<file path="config.mk">
export PLATFORM = sky130hd
export DESIGN_NAME = mem_access_unit
export DESIGN_NICKNAME = d
export VERILOG_FILES = /design/src/rtl/mem_access_unit.sv
export SDC_FILE = /design/constraint.sdc
export NUM_CORES = 1
export LEC_CHECK = 0
export CAP_MARGIN = 30
export CORE_MARGIN = 3
export CORE_UTILIZATION = 30
export DETAILED_ROUTE_END_ITERATION = 10
export PLACE_DENSITY = 0.52
export SETUP_SLACK_MARGIN = 0.02
export SLEW_MARGIN = 20
export SYNTH_ARGS = -nofsm -noshare
export SYNTH_HDL_FRONTEND = slang
export SYNTH_SLANG_ARGS = --single-unit
export TNS_END_PERCENT = 5
</file>
<file path="constraint.sdc">
create_clock -name clk -period 2.5 [get_ports clk]
set_input_delay 0.25 -clock clk [delete_from_list [all_inputs] [get_ports clk]]
set_output_delay 0.25 -clock clk [all_outputs]
set_load 0.02 [all_outputs]
</file>
<file path="src/rtl/mem_access_unit.sv">
// Memory-stage data access unit: drives a req/ack data bus for loads and stores,
// aligns store lanes, formats load data and stalls the pipeline while a transfer is pending.
module mem_access_unit (
  input  logic        clk,
  input  logic        reset,
  input  logic        InterruptRequest,
  input  logic        MemtoRegM,
  input  logic        MemWriteM,
  input  logic [1:0]  MemTypeM,
  input  logic        LoadExtSignM,
  input  logic        LeftRightM,
  input  logic [31:0] AddrM,
  input  logic [31:0] RtValueM,
  output logic        BusReq,
  output logic        BusWe,
  output logic [31:0] BusAddr,
  output logic [3:0]  BusByteEn,
  output logic [31:0] BusWData,
  input  logic        BusAck,
  input  logic [31:0] BusRData,
  output logic        StallM,
  output logic        AddrErrM,
  output logic [31:0] ReadDataW,
  output logic        ReadValidW
);

  typedef enum logic [1:0] {IDLE, REQ, DONE} state_t;

  state_t      state_q, state_d;
  logic        bus_req_q, bus_req_d;
  logic        bus_we_q, bus_we_d;
  logic [31:0] bus_addr_q, bus_addr_d;
  logic [3:0]  bus_be_q, bus_be_d;
  logic [31:0] bus_wdata_q, bus_wdata_d;
  logic [31:0] read_data_q, read_data_d;
  logic        read_valid_q, read_valid_d;
  logic        flush_q, flush_d;
  logic [1:0]  ld_type_q, ld_type_d;
  logic        ld_sext_q, ld_sext_d;
  logic        ld_left_q, ld_left_d;
  logic [1:0]  ld_off_q, ld_off_d;
  logic [31:0] ld_rt_q, ld_rt_d;

  logic        op;
  logic [1:0]  n;
  logic [3:0]  st_be;
  logic [31:0] st_data;

  // Lane select / extension for byte and half loads, byte merge for LWL/LWR.
  function automatic logic [31:0] format_load(input logic [1:0]  mtype,
                                              input logic        sext,
                                              input logic        left,
                                              input logic [1:0]  off,
                                              input logic [31:0] w,
                                              input logic [31:0] rt);
    logic [31:0] sh;
    logic [31:0] res;
    sh = w >> {off, 3'b000};
    case (mtype)
      2'b01:   res = {{16{sext & sh[15]}}, sh[15:0]};
      2'b10:   res = {{24{sext & sh[7]}}, sh[7:0]};
      2'b11: begin
        if (left) res = (w << {~off, 3'b000}) | (rt & ~(32'hFFFF_FFFF << {~off, 3'b000}));
        else      res = sh | (rt & ~(32'hFFFF_FFFF >> {off, 3'b000}));
      end
      default: res = w;
    endcase
    return res;
  endfunction

  assign n        = AddrM[1:0];
  assign op       = MemtoRegM | MemWriteM;
  assign AddrErrM = op & (((MemTypeM == 2'b00) & (n != 2'b00)) | ((MemTypeM == 2'b01) & n[0]));

  always_comb begin
    st_be   = 4'b1111;
    st_data = RtValueM;
    case (MemTypeM)
      2'b01: begin st_be = 4'b0011 << n; st_data = {2{RtValueM[15:0]}}; end
      2'b10: begin st_be = 4'b0001 << n; st_data = {4{RtValueM[7:0]}}; end
      2'b11: begin
        if (LeftRightM) begin
          st_be   = 4'b1111 >> ~n;
          st_data = RtValueM >> {~n, 3'b000};
        end else begin
          st_be   = 4'b1111 << n;
          st_data = RtValueM << {n, 3'b000};
        end
      end
      default: ;
    endcase
  end

  always_comb begin
    state_d      = state_q;
    bus_req_d    = bus_req_q;
    bus_we_d     = bus_we_q;
    bus_addr_d   = bus_addr_q;
    bus_be_d     = bus_be_q;
    bus_wdata_d  = bus_wdata_q;
    read_data_d  = read_data_q;
    read_valid_d = read_valid_q;
    flush_d      = flush_q;
    ld_type_d    = ld_type_q;
    ld_sext_d    = ld_sext_q;
    ld_left_d    = ld_left_q;
    ld_off_d     = ld_off_q;
    ld_rt_d      = ld_rt_q;
    StallM       = 1'b0;
    case (state_q)
      IDLE: begin
        if (op && !AddrErrM && !InterruptRequest) begin
          StallM      = 1'b1;
          state_d     = REQ;
          bus_req_d   = 1'b1;
          bus_we_d    = MemWriteM;
          bus_addr_d  = {AddrM[31:2], 2'b00};
          bus_be_d    = MemWriteM ? st_be : 4'b1111;
          bus_wdata_d = MemWriteM ? st_data : 32'h0;
          flush_d     = 1'b0;
          // Load context is captured so the flushed carriers cannot corrupt the result.
          ld_type_d   = MemTypeM;
          ld_sext_d   = LoadExtSignM;
          ld_left_d   = LeftRightM;
          ld_off_d    = n;
          ld_rt_d     = RtValueM;
        end
      end
      REQ: begin
        StallM = 1'b1;
        if (InterruptRequest) flush_d = 1'b1;
        if (BusAck) begin
          state_d   = DONE;
          bus_req_d = 1'b0;
          bus_we_d  = 1'b0;
          if (!bus_we_q && !(flush_q || InterruptRequest)) begin
            read_data_d  = format_load(ld_type_q, ld_sext_q, ld_left_q, ld_off_q, BusRData, ld_rt_q);
            read_valid_d = 1'b1;
          end
        end
      end
      DONE: begin
        read_valid_d = 1'b0;
        flush_d      = 1'b0;
        state_d      = IDLE;
      end
      default: state_d = IDLE;
    endcase
    if (reset) StallM = 1'b0;
  end

  always_ff @(posedge clk) begin
    if (reset) begin
      state_q      <= IDLE;
      bus_req_q    <= 1'b0;
      bus_we_q     <= 1'b0;
      bus_addr_q   <= 32'h0;
      bus_be_q     <= 4'h0;
      bus_wdata_q  <= 32'h0;
      read_data_q  <= 32'h0;
      read_valid_q <= 1'b0;
      flush_q      <= 1'b0;
      ld_type_q    <= 2'b00;
      ld_sext_q    <= 1'b0;
      ld_left_q    <= 1'b0;
      ld_off_q     <= 2'b00;
      ld_rt_q      <= 32'h0;
    end else begin
      state_q      <= state_d;
      bus_req_q    <= bus_req_d;
      bus_we_q     <= bus_we_d;
      bus_addr_q   <= bus_addr_d;
      bus_be_q     <= bus_be_d;
      bus_wdata_q  <= bus_wdata_d;
      read_data_q  <= read_data_d;
      read_valid_q <= read_valid_d;
      flush_q      <= flush_d;
      ld_type_q    <= ld_type_d;
      ld_sext_q    <= ld_sext_d;
      ld_left_q    <= ld_left_d;
      ld_off_q     <= ld_off_d;
      ld_rt_q      <= ld_rt_d;
    end
  end

  assign BusReq     = bus_req_q;
  assign BusWe      = bus_we_q;
  assign BusAddr    = bus_addr_q;
  assign BusByteEn  = bus_be_q;
  assign BusWData   = bus_wdata_q;
  assign ReadDataW  = read_data_q;
  assign ReadValidW = read_valid_q;

endmodule

</file>
* Yosys cells after proc, flatten, opt, wreduce, memory -nomap -nowiden *
Index checks and enable logic that the tools add are counted.

storage, ports and cells
  bits in registers = 142
  input port bits = 106
  output and inout bits = 105

cells by class
  equality and inequality tests = 12
  shift-type cells = 10
  mux-type cells = 25
  bitwise gates (word level) = 15
  reductions and logical operators = 20

operator list
  operator               count
  $pmux 32 s3            2
  $mux 32                3
  $and 32x32->32         2
  $not 32->32            2
  $or 32x32->32          2
  $shl 32x5->32          2
  $shr 32x5->32          2
  $shl 32x5->32 const A  1
  $shr 32x5->32 const A  1
  $pmux 4 s3             1
  $reduce_and 3->1       4
  $eq 2x2->1 const B     5
  $mux 1                 9
  $mux 4                 2
  $ne 2x2->1 const B     4
  $pmux 1 s2             4
  $eq 2x1->1 const B     3
  $reduce_bool 2->1      3
  $and 1x1->1            5
  $logic_not 1->1        4
  $logic_not 2->1        2
  $mux 2                 2
  $not 2->2              2
  $pmux 2 s2             1
  10 further kinds       14

* Depth between registers and ports, before layout *
Gate-level depths: netlist of run 1.

  word-level depth = 10
  gate-level depth with buffers = 9

* Worst setup path before layout of run 1 *
Ideal clock, no wire load.

  kind = input to output
  from = in MemTypeM[0]
  to = out AddrErrM
  data arrival time = 1.900 ns
  data required time = 2.250 ns
  path slack = 0.350 ns
  stages = 7
  cells stage by stage = inv_1 -> ha_1 -> clkbuf_1 -> clkbuf_1 -> clkbuf_1 -> o21ai_0 -> a21oi_1

between the ends
  word-level cells in the longest chain between the ends = 4

RTL lines
  element                                        RTL line  RTL
  from (decl)                                    9         input logic [1:0] MemTypeM,
  $eq 2x1->1 or $logic_not 2->1 (tied branches)  73        assign AddrErrM = op & (((MemTypeM == 2'b00) & (n != 2'b00)) | ((MemTypeM == 2'b01) & n[0]));
  $and 1x1->1                                    73
  $or 1x1->1 *                                   73
  $and 1x1->1 *                                  73
  to (decl)                                      22        output logic AddrErrM,

Mark *: on every way between the ends. The rest lies on a longest branch, timed or not.

* Worst setup path in the final report of run 1 *
  from = in MemTypeM[0]
  to = reg bus_addr_q[7], in the netlist BusAddr[7]

between the ends
  word-level cells in the longest chain between the ends = 8

RTL lines
  element                                        RTL line  RTL
  $eq 2x1->1 or $logic_not 2->1 (tied branches)  73
  $and 1x1->1                                    73
  $or 1x1->1 *                                   73
  $and 1x1->1 *                                  73
  $logic_not 1->1 *                              112       if (op && !AddrErrM && !InterruptRequest) begin
  $logic_and 1x1->1 * (2 in series)              112
  $reduce_and 2->1 (no source line) *            -
  to (signal assigned)                           172       bus_addr_q <= bus_addr_d;
  to (decl)                                      32        logic [31:0] bus_addr_q, bus_addr_d;

Marks and branches as above.
A chain may end at the register's enable or synchronous reset.

==> results of run 1 <==
placed cells by master, fill, tap and decap left out, types with 9 or more instances in the layout:
cell | netlist | final
sky130_fd_sc_hd__clkdlybuf4s50_1 | 0 | 203
sky130_fd_sc_hd__nand2_1 | 185 | 185
sky130_fd_sc_hd__dfxtp_1 | 142 | 140
sky130_fd_sc_hd__a21oi_1 | 137 | 137
sky130_fd_sc_hd__buf_4 | 2 | 77
sky130_fd_sc_hd__o21ai_0 | 63 | 63
sky130_fd_sc_hd__nor2_1 | 60 | 59
sky130_fd_sc_hd__mux2i_1 | 58 | 58
sky130_fd_sc_hd__o2bb2ai_1 | 26 | 26
sky130_fd_sc_hd__a211oi_1 | 25 | 25
sky130_fd_sc_hd__o22ai_1 | 21 | 21
sky130_fd_sc_hd__a22o_1 | 20 | 20
sky130_fd_sc_hd__mux2_2 | 17 | 17
sky130_fd_sc_hd__clkbuf_16 | 0 | 17
sky130_fd_sc_hd__a22oi_1 | 16 | 16
sky130_fd_sc_hd__a221o_1 | 16 | 16
sky130_fd_sc_hd__nor3_1 | 15 | 14
sky130_fd_sc_hd__o21a_1 | 13 | 13
sky130_fd_sc_hd__a221oi_1 | 11 | 11
sky130_fd_sc_hd__buf_12 | 0 | 10
sky130_fd_sc_hd__o221ai_1 | 9 | 9
where the power goes:
| group | total, W | internal [W] | switching [W] | leakage, nW |
|---|---|---|---|---|
| clock network | 0.00280 | 0.00169 | 0.00111 | 0.300 |
| logic | 0.00152 | 0.000693 | 0.000828 | 2.76 |
| registers | 0.00245 | 0.00237 | 0.0000855 | 1.16 |
Yosys cell counts, types with 4 or more instances:
master | instances | area share
sky130_fd_sc_hd__nor2b_1 | 8 | 0.0061
sky130_fd_sc_hd__mux4_2 | 7 | 0.019
sky130_fd_sc_hd__buf_2 | 24 | 0.015
sky130_fd_sc_hd__a221o_1 | 16 | 0.019
sky130_fd_sc_hd__a221oi_1 | 11 | 0.012
sky130_fd_sc_hd__mux2_2 | 17 | 0.023
sky130_fd_sc_hd__nor3_1 | 15 | 0.0091
sky130_fd_sc_hd__o221ai_1 | 9 | 0.0096
sky130_fd_sc_hd__nor2_1 | 60 | 0.027
sky130_fd_sc_hd__a21oi_1 | 137 | 0.083
sky130_fd_sc_hd__o311a_1 | 4 | 0.0049
sky130_fd_sc_hd__clkbuf_1 | 59 | 0.027
sky130_fd_sc_hd__a32o_1 | 4 | 0.0049
sky130_fd_sc_hd__or4_1 | 8 | 0.0073
sky130_fd_sc_hd__buf_1 | 11 | 0.0050
sky130_fd_sc_hd__and3_1 | 4 | 0.0030
sky130_fd_sc_hd__o21a_1 | 13 | 0.012
sky130_fd_sc_hd__a22oi_1 | 16 | 0.015
sky130_fd_sc_hd__and2_1 | 5 | 0.0038
sky130_fd_sc_hd__nand3_1 | 6 | 0.0036
sky130_fd_sc_hd__ha_1 | 4 | 0.0061
sky130_fd_sc_hd__dfxtp_1 | 142 | 0.34
sky130_fd_sc_hd__a22o_1 | 20 | 0.021
sky130_fd_sc_hd__a211oi_1 | 25 | 0.023
sky130_fd_sc_hd__a31oi_1 | 4 | 0.0030
sky130_fd_sc_hd__o32ai_1 | 4 | 0.0042
sky130_fd_sc_hd__a2bb2oi_1 | 4 | 0.0042
sky130_fd_sc_hd__o2bb2ai_1 | 26 | 0.028
sky130_fd_sc_hd__nand2_1 | 185 | 0.084
sky130_fd_sc_hd__o21ai_0 | 63 | 0.038
sky130_fd_sc_hd__o311ai_0 | 5 | 0.0053
sky130_fd_sc_hd__inv_1 | 7 | 0.0032
sky130_fd_sc_hd__o21bai_1 | 6 | 0.0055
sky130_fd_sc_hd__nand3b_1 | 6 | 0.0055
sky130_fd_sc_hd__nand2b_1 | 4 | 0.0030
sky130_fd_sc_hd__mux2i_1 | 58 | 0.070
sky130_fd_sc_hd__o22ai_1 | 21 | 0.016
sky130_fd_sc_hd__or2_2 | 4 | 0.0030
worst max path at each step:
stage | startpoint | to | slack [ns] | cells past startpoint
2_1_floorplan | MemTypeM[0] | AddrErrM | 0.35 | 7
3_3_place_gp | MemTypeM[0] | StallM | -0.32 | 8
3_5_place_dp | MemTypeM[0] | BusAddr[2]$_SDFFE_PP0P_ | -0.30 | 9
4_1_cts | MemTypeM[0] | AddrErrM | 0.01 | 7
5_1_grt | MemTypeM[0] | BusAddr[4]$_SDFFE_PP0P_ | 0.04 | 9
6_report | MemTypeM[0] | BusAddr[7]$_SDFFE_PP0P_ | 0.12 | 9
through the flow:
stage	utilization	cell area [sq um]	cells
2_1_floorplan	-	8260	1047
3_3_place_gp	0.412	11100	1586
3_5_place_dp	0.412	11100	1586
4_1_cts	0.436	11800	1618
5_1_grt	0.436	11800	1619
6_report	0.436	11800	1619
per-layer routing:
layer / GRT usage / share of wire
met3: 0.0503 / 0.070
met1: 0.304 / 0.46
met4: 0.0573 / 0.015
met2: 0.336 / 0.45
met5: 0 / 0
flip-flops by register name, summed over array words and instances (netlist names), 2 cells and up:
register	flops
BusWData	32
ReadDataW	32
ld_rt_q	32
BusAddr	30
BusByteEn	4
ld_off_q	2
ld_type_q	2
state_q	2
timing repair:
item                       in CTS  in global routing
hold buffers                    0                  0
setup endpoints to repair       2                  2
cloned                          0                  0
resized for setup               3                  3
logic make-up after synthesis:
logic type      synth area share
compound gates             0.320
simple gates               0.164
flops                      0.344
buf+inv                   0.0528
mux                        0.113
fa+ha+maj                0.00606
other cells             0.000454
area by class of cell:
class,count,share of cell area
Multi-Input combinational cell,799,0.424
Inverter,10,0.00319
Tap cell,341,0.0362
Clock inverter,14,0.0175
Sequential cell,142,0.242
Timing Repair Buffer,294,0.241
Antenna cell,1,0.000212
Clock buffer,18,0.0364
critical path, cell delays in order:
cell,delay (ns)
sky130_fd_sc_hd__clkdlybuf4s50_1,0.45
sky130_fd_sc_hd__buf_4,0.16
sky130_fd_sc_hd__ha_1,0.20
sky130_fd_sc_hd__o21a_1,0.21
sky130_fd_sc_hd__a2111o_1,0.43
sky130_fd_sc_hd__or3_2,0.54
sky130_fd_sc_hd__buf_4,0.26
sky130_fd_sc_hd__nand2_1,0.09
sky130_fd_sc_hd__a21oi_1,0.07
==> reports/qor.yml, run 1 <==
outcome:
  run_status: "finished clean"
sta:
  hold_viol_final: 0
  final.setup.tns_ns: 0
  max-slew-margin-rel: 0.487
  setup_viol: 0
  period_share: 0.951
  rsz0062_at_grt: "false"
  total_count_of_max_transition_violations_in_the_final_report: 0
  post-route-min-period_ns: 2.38
  fin_skew_ns: 0.0186
  slew_of_the_pin_with_the_lowest_slew_margin_ns: 0.766
  postLayoutSetupSlackWorst_ns: 0.122
  fmax_ghz: 0.421
  fin_hold_ws_ns: 0.180
cells_and_area:
  nFillCells: 2737
  syn2layout_area_growth_pct: 42.7
  multi_input_area_sq_um: 4990
  layout.nets: 1374
  fraction_of_layout_instances_using_a_drive_strength_above_1: 0.125
  area.sequential_sq_um: 2850
placement:
  place_ws_ns: -0.301
  finalWeightedCongestion: 0.889
  io_buffer_count: 208
  place.detailed.hpwl_um: 23900
worst_hold_path:
  whs_endpoint: "state_q[0]$_SDFFE_PP0P_"
  hold-path-cell-count: 3
  worst_hold_startpoint: "reset"
  min_path_type: "primary input to register"
drt:
  num_vias: 8947
  dr.pass1.iters: 5
  detailedRoute.firstIterationViolations: 763
  ant_nets: 0
  finalWirelength_um: 32800
  vias_per_cell: 5.53
  drc: 0
  detail_route.wl_per_cell_um: 20.2
cts:
  cts-root-to-sink-buffers: 2
  post_cts_repair_setup_buffers: 0
  tritoncts: "built"
  clkSinkCount: 142
  worst_skew_pair.late_latency_ns: 0.43
  worst_setup_hold_path_clk_slew_ns: 0.06
  cts_root_buf: "sky130_fd_sc_hd__clkbuf_16"
  htree_levels: 4
  cts_inserted_buffers: 17
worst_setup_path:
  cp_max_fo: 19
  worstSetupStartpointType: "primary input"
  critPathRequiredTime_ns: 2.77
  timing.reg2reg.worst_path_depth: 6
  r2r-start: "ld_off_q[1]$_SDFFE_PP0P_"
  crit_arrival_ns: 2.65
  setup.reg_to_reg.worst_slack_ns: 0.30
  worstReg2RegEnd: "ReadDataW[6]$_SDFFE_PP0P_"
  cp-end-kind: "register"
  setup.worst_path.class: "primary input to register"
floorplan:
  die_h_um: 172
  floorplan.initialDensity: 0.305
  die-width_um: 172
  core-area_sq_um: 27000
  placementRows: 60
  io_pins: 211
  design.die.area_sq_um: 29500
global_routing:
  grt_use_total: 0.217
  via_count_of_the_first_global_routing_pass: 8482
  grt_first_pass_wirelength_um: 50000
  grt_antenna_before_repair: 1
  grt_start_max_net_pins: 62
  grt-ovfl-total: 0
synthesis:
  syn_inst: 1046
  post_synth_cell_types: 57
  syn_std_cell_area_sq_um: 8250
  ys_async_rst_share: 0
  synth_edf_count: 0
  synth_flop_cell: "sky130_fd_sc_hd__dfxtp_1"
  yosysSeqAreaShare: 0.344
  synth_warnings: 0
  yosys_register_bits: 142
  mean_post_synth_cell_area_sq_um: 7.89
power_and_ir_drop:
  p_total_w: 0.00677
  power.density_cell_area_nw_per_um2: 575
  total_leakage_power_nw: 4.22
  power.ir.vdd_worst_uv: 404
job:
  cap_viol_max_count: 0
Power figures use the tool's default switching activity.
==> run 2, diff against run 1 <==
- PLACE_DENSITY: 0.52 -> 0.59
==> run 2 against run 1 <==
Net effect: clock-buffer cell count is the same; core utilization shrank 0.18 points; design area shrank 0.40%; critical endpoint is now StallM; non-clock buffer count shrank 10; hold slack gained 0.12 ns; clock power shrank 3%; largest power group unchanged; wire length shrank 0.26%; combinational power is essentially flat; die area is the same; highest routed layer unchanged; critical path depth shrank 1; sequential power is essentially flat.
==> reports/qor.yml, run 2 (synthesized netlist as in run 1, its figures left out) <==
cells_and_area:
  layout.nets: 1364  # -0.73%
  layout.core_utilization: 0.434  # -0.00176
  final_cell_mix: "203 x sky130_fd_sc_hd__clkdlybuf4s50_1, 185 x sky130_fd_sc_hd__nand2_1, 140 x sky130_fd_sc_hd__dfxtp_1"
  fraction_of_layout_instances_using_a_drive_strength_above_1: 0.118  # -0.00612
  layout.cells.most_common: "sky130_fd_sc_hd__clkdlybuf4s50_1"
  syn2layout_area_growth_pct: 42.1
worst_hold_path:
  min_path_type: "primary input to register"
  hold-path-cell-count: 2  # -1
global_routing:
  global_route_hottest_layer: "met2"
  grt_antenna_before_repair: 1  # unchanged
  grt-ovfl-total: 0  # unchanged
  met3_resource_use_gr: 0.0462  # -0.00412
  grt_first_pass_wirelength_um: 49600  # -0.80%
  grt_start_max_net_pins: 57  # -8.1%
  via_count_of_the_first_global_routing_pass: 8494  # +0.14%
  grt_use_total: 0.213  # -0.00356
  grt.met1_usage: 0.300  # -0.00444
  grtUsageMet2: 0.323  # -0.0129
worst_setup_path:
  cp-end-kind: "primary output"
  setup.worst_path.class: "primary input to primary output"
  cells_along_the_critical_path: "clkdlybuf4s50_1, inv_1, ha_1, o21a_1, a2111oi_1, buf_4, o21a_1, clkbuf_2"
  crit_arrival_ns: 2.08  # -0.57 ns
  cp_max_fo: 3  # -16
  crit_top_cell: "sky130_fd_sc_hd__o21a_1"
  worstSetupStartpointType: "primary input"
  critPathRequiredTime_ns: 2.25  # -0.52 ns
  cpMaxStageDelayCell: "sky130_fd_sc_hd__clkdlybuf4s50_1"
  crit_path_max_incr_delay_ns: 0.52  # -0.02 ns
  timing.reg2reg.worst_path_depth: 6  # unchanged
drt:
  detailedRoute.firstIterationViolations: 1244  # +63%
  drc: 0  # unchanged
  num_vias: 9020  # +0.82%
  ant_nets: 0  # unchanged
  dr.pass1.iters: 5  # unchanged
  vias_per_cell: 5.61  # +1.4%
  finalWirelength_um: 32700  # -0.26%
  detail_route.wl_per_cell_um: 20.3  # +0.36%
sta:
  max-slew-margin-rel: 0.412  # -0.0756
  setup_viol: 0  # unchanged
  hold_viol_final: 0  # unchanged
  rsz0062_at_grt: "false"
  slew_of_the_pin_with_the_lowest_slew_margin_ns: 0.881  # +0.115 ns
  fmax_ghz: 0.429  # +1.9%
  period_share: 0.933  # -0.0179
  post-route-min-period_ns: 2.33  # -0.0448 ns
  fin_skew_ns: 0.0117  # -0.00690 ns
  total_count_of_max_transition_violations_in_the_final_report: 0  # unchanged
cts:
  worst_skew_pair.late_latency_ns: 0.43  # about the same
  clkSinkCount: 142  # unchanged
  worst_setup_hold_path_clk_slew_ns: 0.07  # about the same
  post_cts_repair_setup_buffers: 0  # unchanged
  cts-root-to-sink-buffers: 2  # unchanged
  cts_root_buf: "sky130_fd_sc_hd__clkbuf_16"
  htree_levels: 4  # unchanged
  cts_inserted_buffers: 17  # unchanged
  tritoncts: "built"
power_and_ir_drop:
  power.density_cell_area_nw_per_um2: 572  # -0.51%
  p_total_w: 0.00671  # -0.91%
  power.ir.vdd_worst_uv: 363  # -10%
  total_leakage_power_nw: 4.17  # -1.1%
floorplan:
  io_pins: 211  # unchanged
  core-area_sq_um: 27000  # unchanged
  design.die.area_sq_um: 29500  # unchanged
  floorplan.initialDensity: 0.305  # unchanged
  placementRows: 60  # unchanged
  die-width_um: 172  # unchanged
  die_h_um: 172  # unchanged
placement:
  finalWeightedCongestion: 0.895  # +0.70%
  io_buffer_count: 208  # unchanged
  place.detailed.hpwl_um: 23900  # about the same
job:
  cap_viol_max_count: 0  # unchanged
outcome:
  run_status: "finished clean"
## run 2: power by group
group | total [W] | internal, W | switching (W)
logic | 0.00153 | 0.000695 | 0.000839
registers | 0.00245 | 0.00237 | 0.0000859
clock network | 0.00273 | 0.00162 | 0.00111
total | 0.00671 | 0.00468 | 0.00203
## run 2: worst max-delay path, delay by kind of cell
kind | cells | cell delay, ns
buffers and inverters | 4 | 0.97
AOI/OAI and AO/OA | 3 | 0.66
adders and majority gates | 1 | 0.21
## run 2: final timing paths
kind	end	from	slack (ns)
worst max-delay path	StallM	MemTypeM[0]	0.17
worst min-delay path	ld_rt_q[19]$_SDFFE_PP0P_	reset	0.30
worst max register to register	ReadDataW[26]$_SDFFE_PP0P_	ld_off_q[1]$_SDFFE_PP0P_	0.38
worst min register to register	ReadDataW[31]$_SDFFE_PP0P_	ReadDataW[31]$_SDFFE_PP0P_	0.45
## run 2: metal layers
metal / vias to the layer above / wire length [um]
met1: 4223 / 14800
li1: 4297 / -
met4: 0 / 934
met2: 445 / 14500
met3: 55 / 2500
met5: - / 0
## run 2: final cells by class
cell class	count	area [sq um]
Fill cell	2684	15300
Multi-Input combinational cell	799	4990
Sequential cell	142	2850
Timing Repair Buffer	284	2810
Clock buffer	18	439
Tap cell	341	427
Clock inverter	14	184
Inverter	10	37.5
Antenna cell	1	2.50
## run 2: per-stage QoR
stage / std cells / setup slack (ns) / hold WS (ns) / cell area [sq um] / setup TNS [ns]
floorplan: 1047 / 0.350 / 0.386 / 8260 / 0
finish: 1609 / 0.167 / 0.297 / 11700 / 0
detailed placement: 1576 / -0.276 / 0.445 / 11100 / -14.33
CTS: 1608 / 0.0276 / 0.278 / 11700 / 0
global placement: 1576 / -0.262 / 0.441 / 11100 / -11.31
global route: 1609 / 0.0653 / 0.301 / 11700 / 0
## run 2: timing repair
action / CTS / global route
gates resized for setup: 2 / 1
gates cloned: 0 / 0
setup endpoints to repair: 1 / 1
hold buffers: 0 / 0
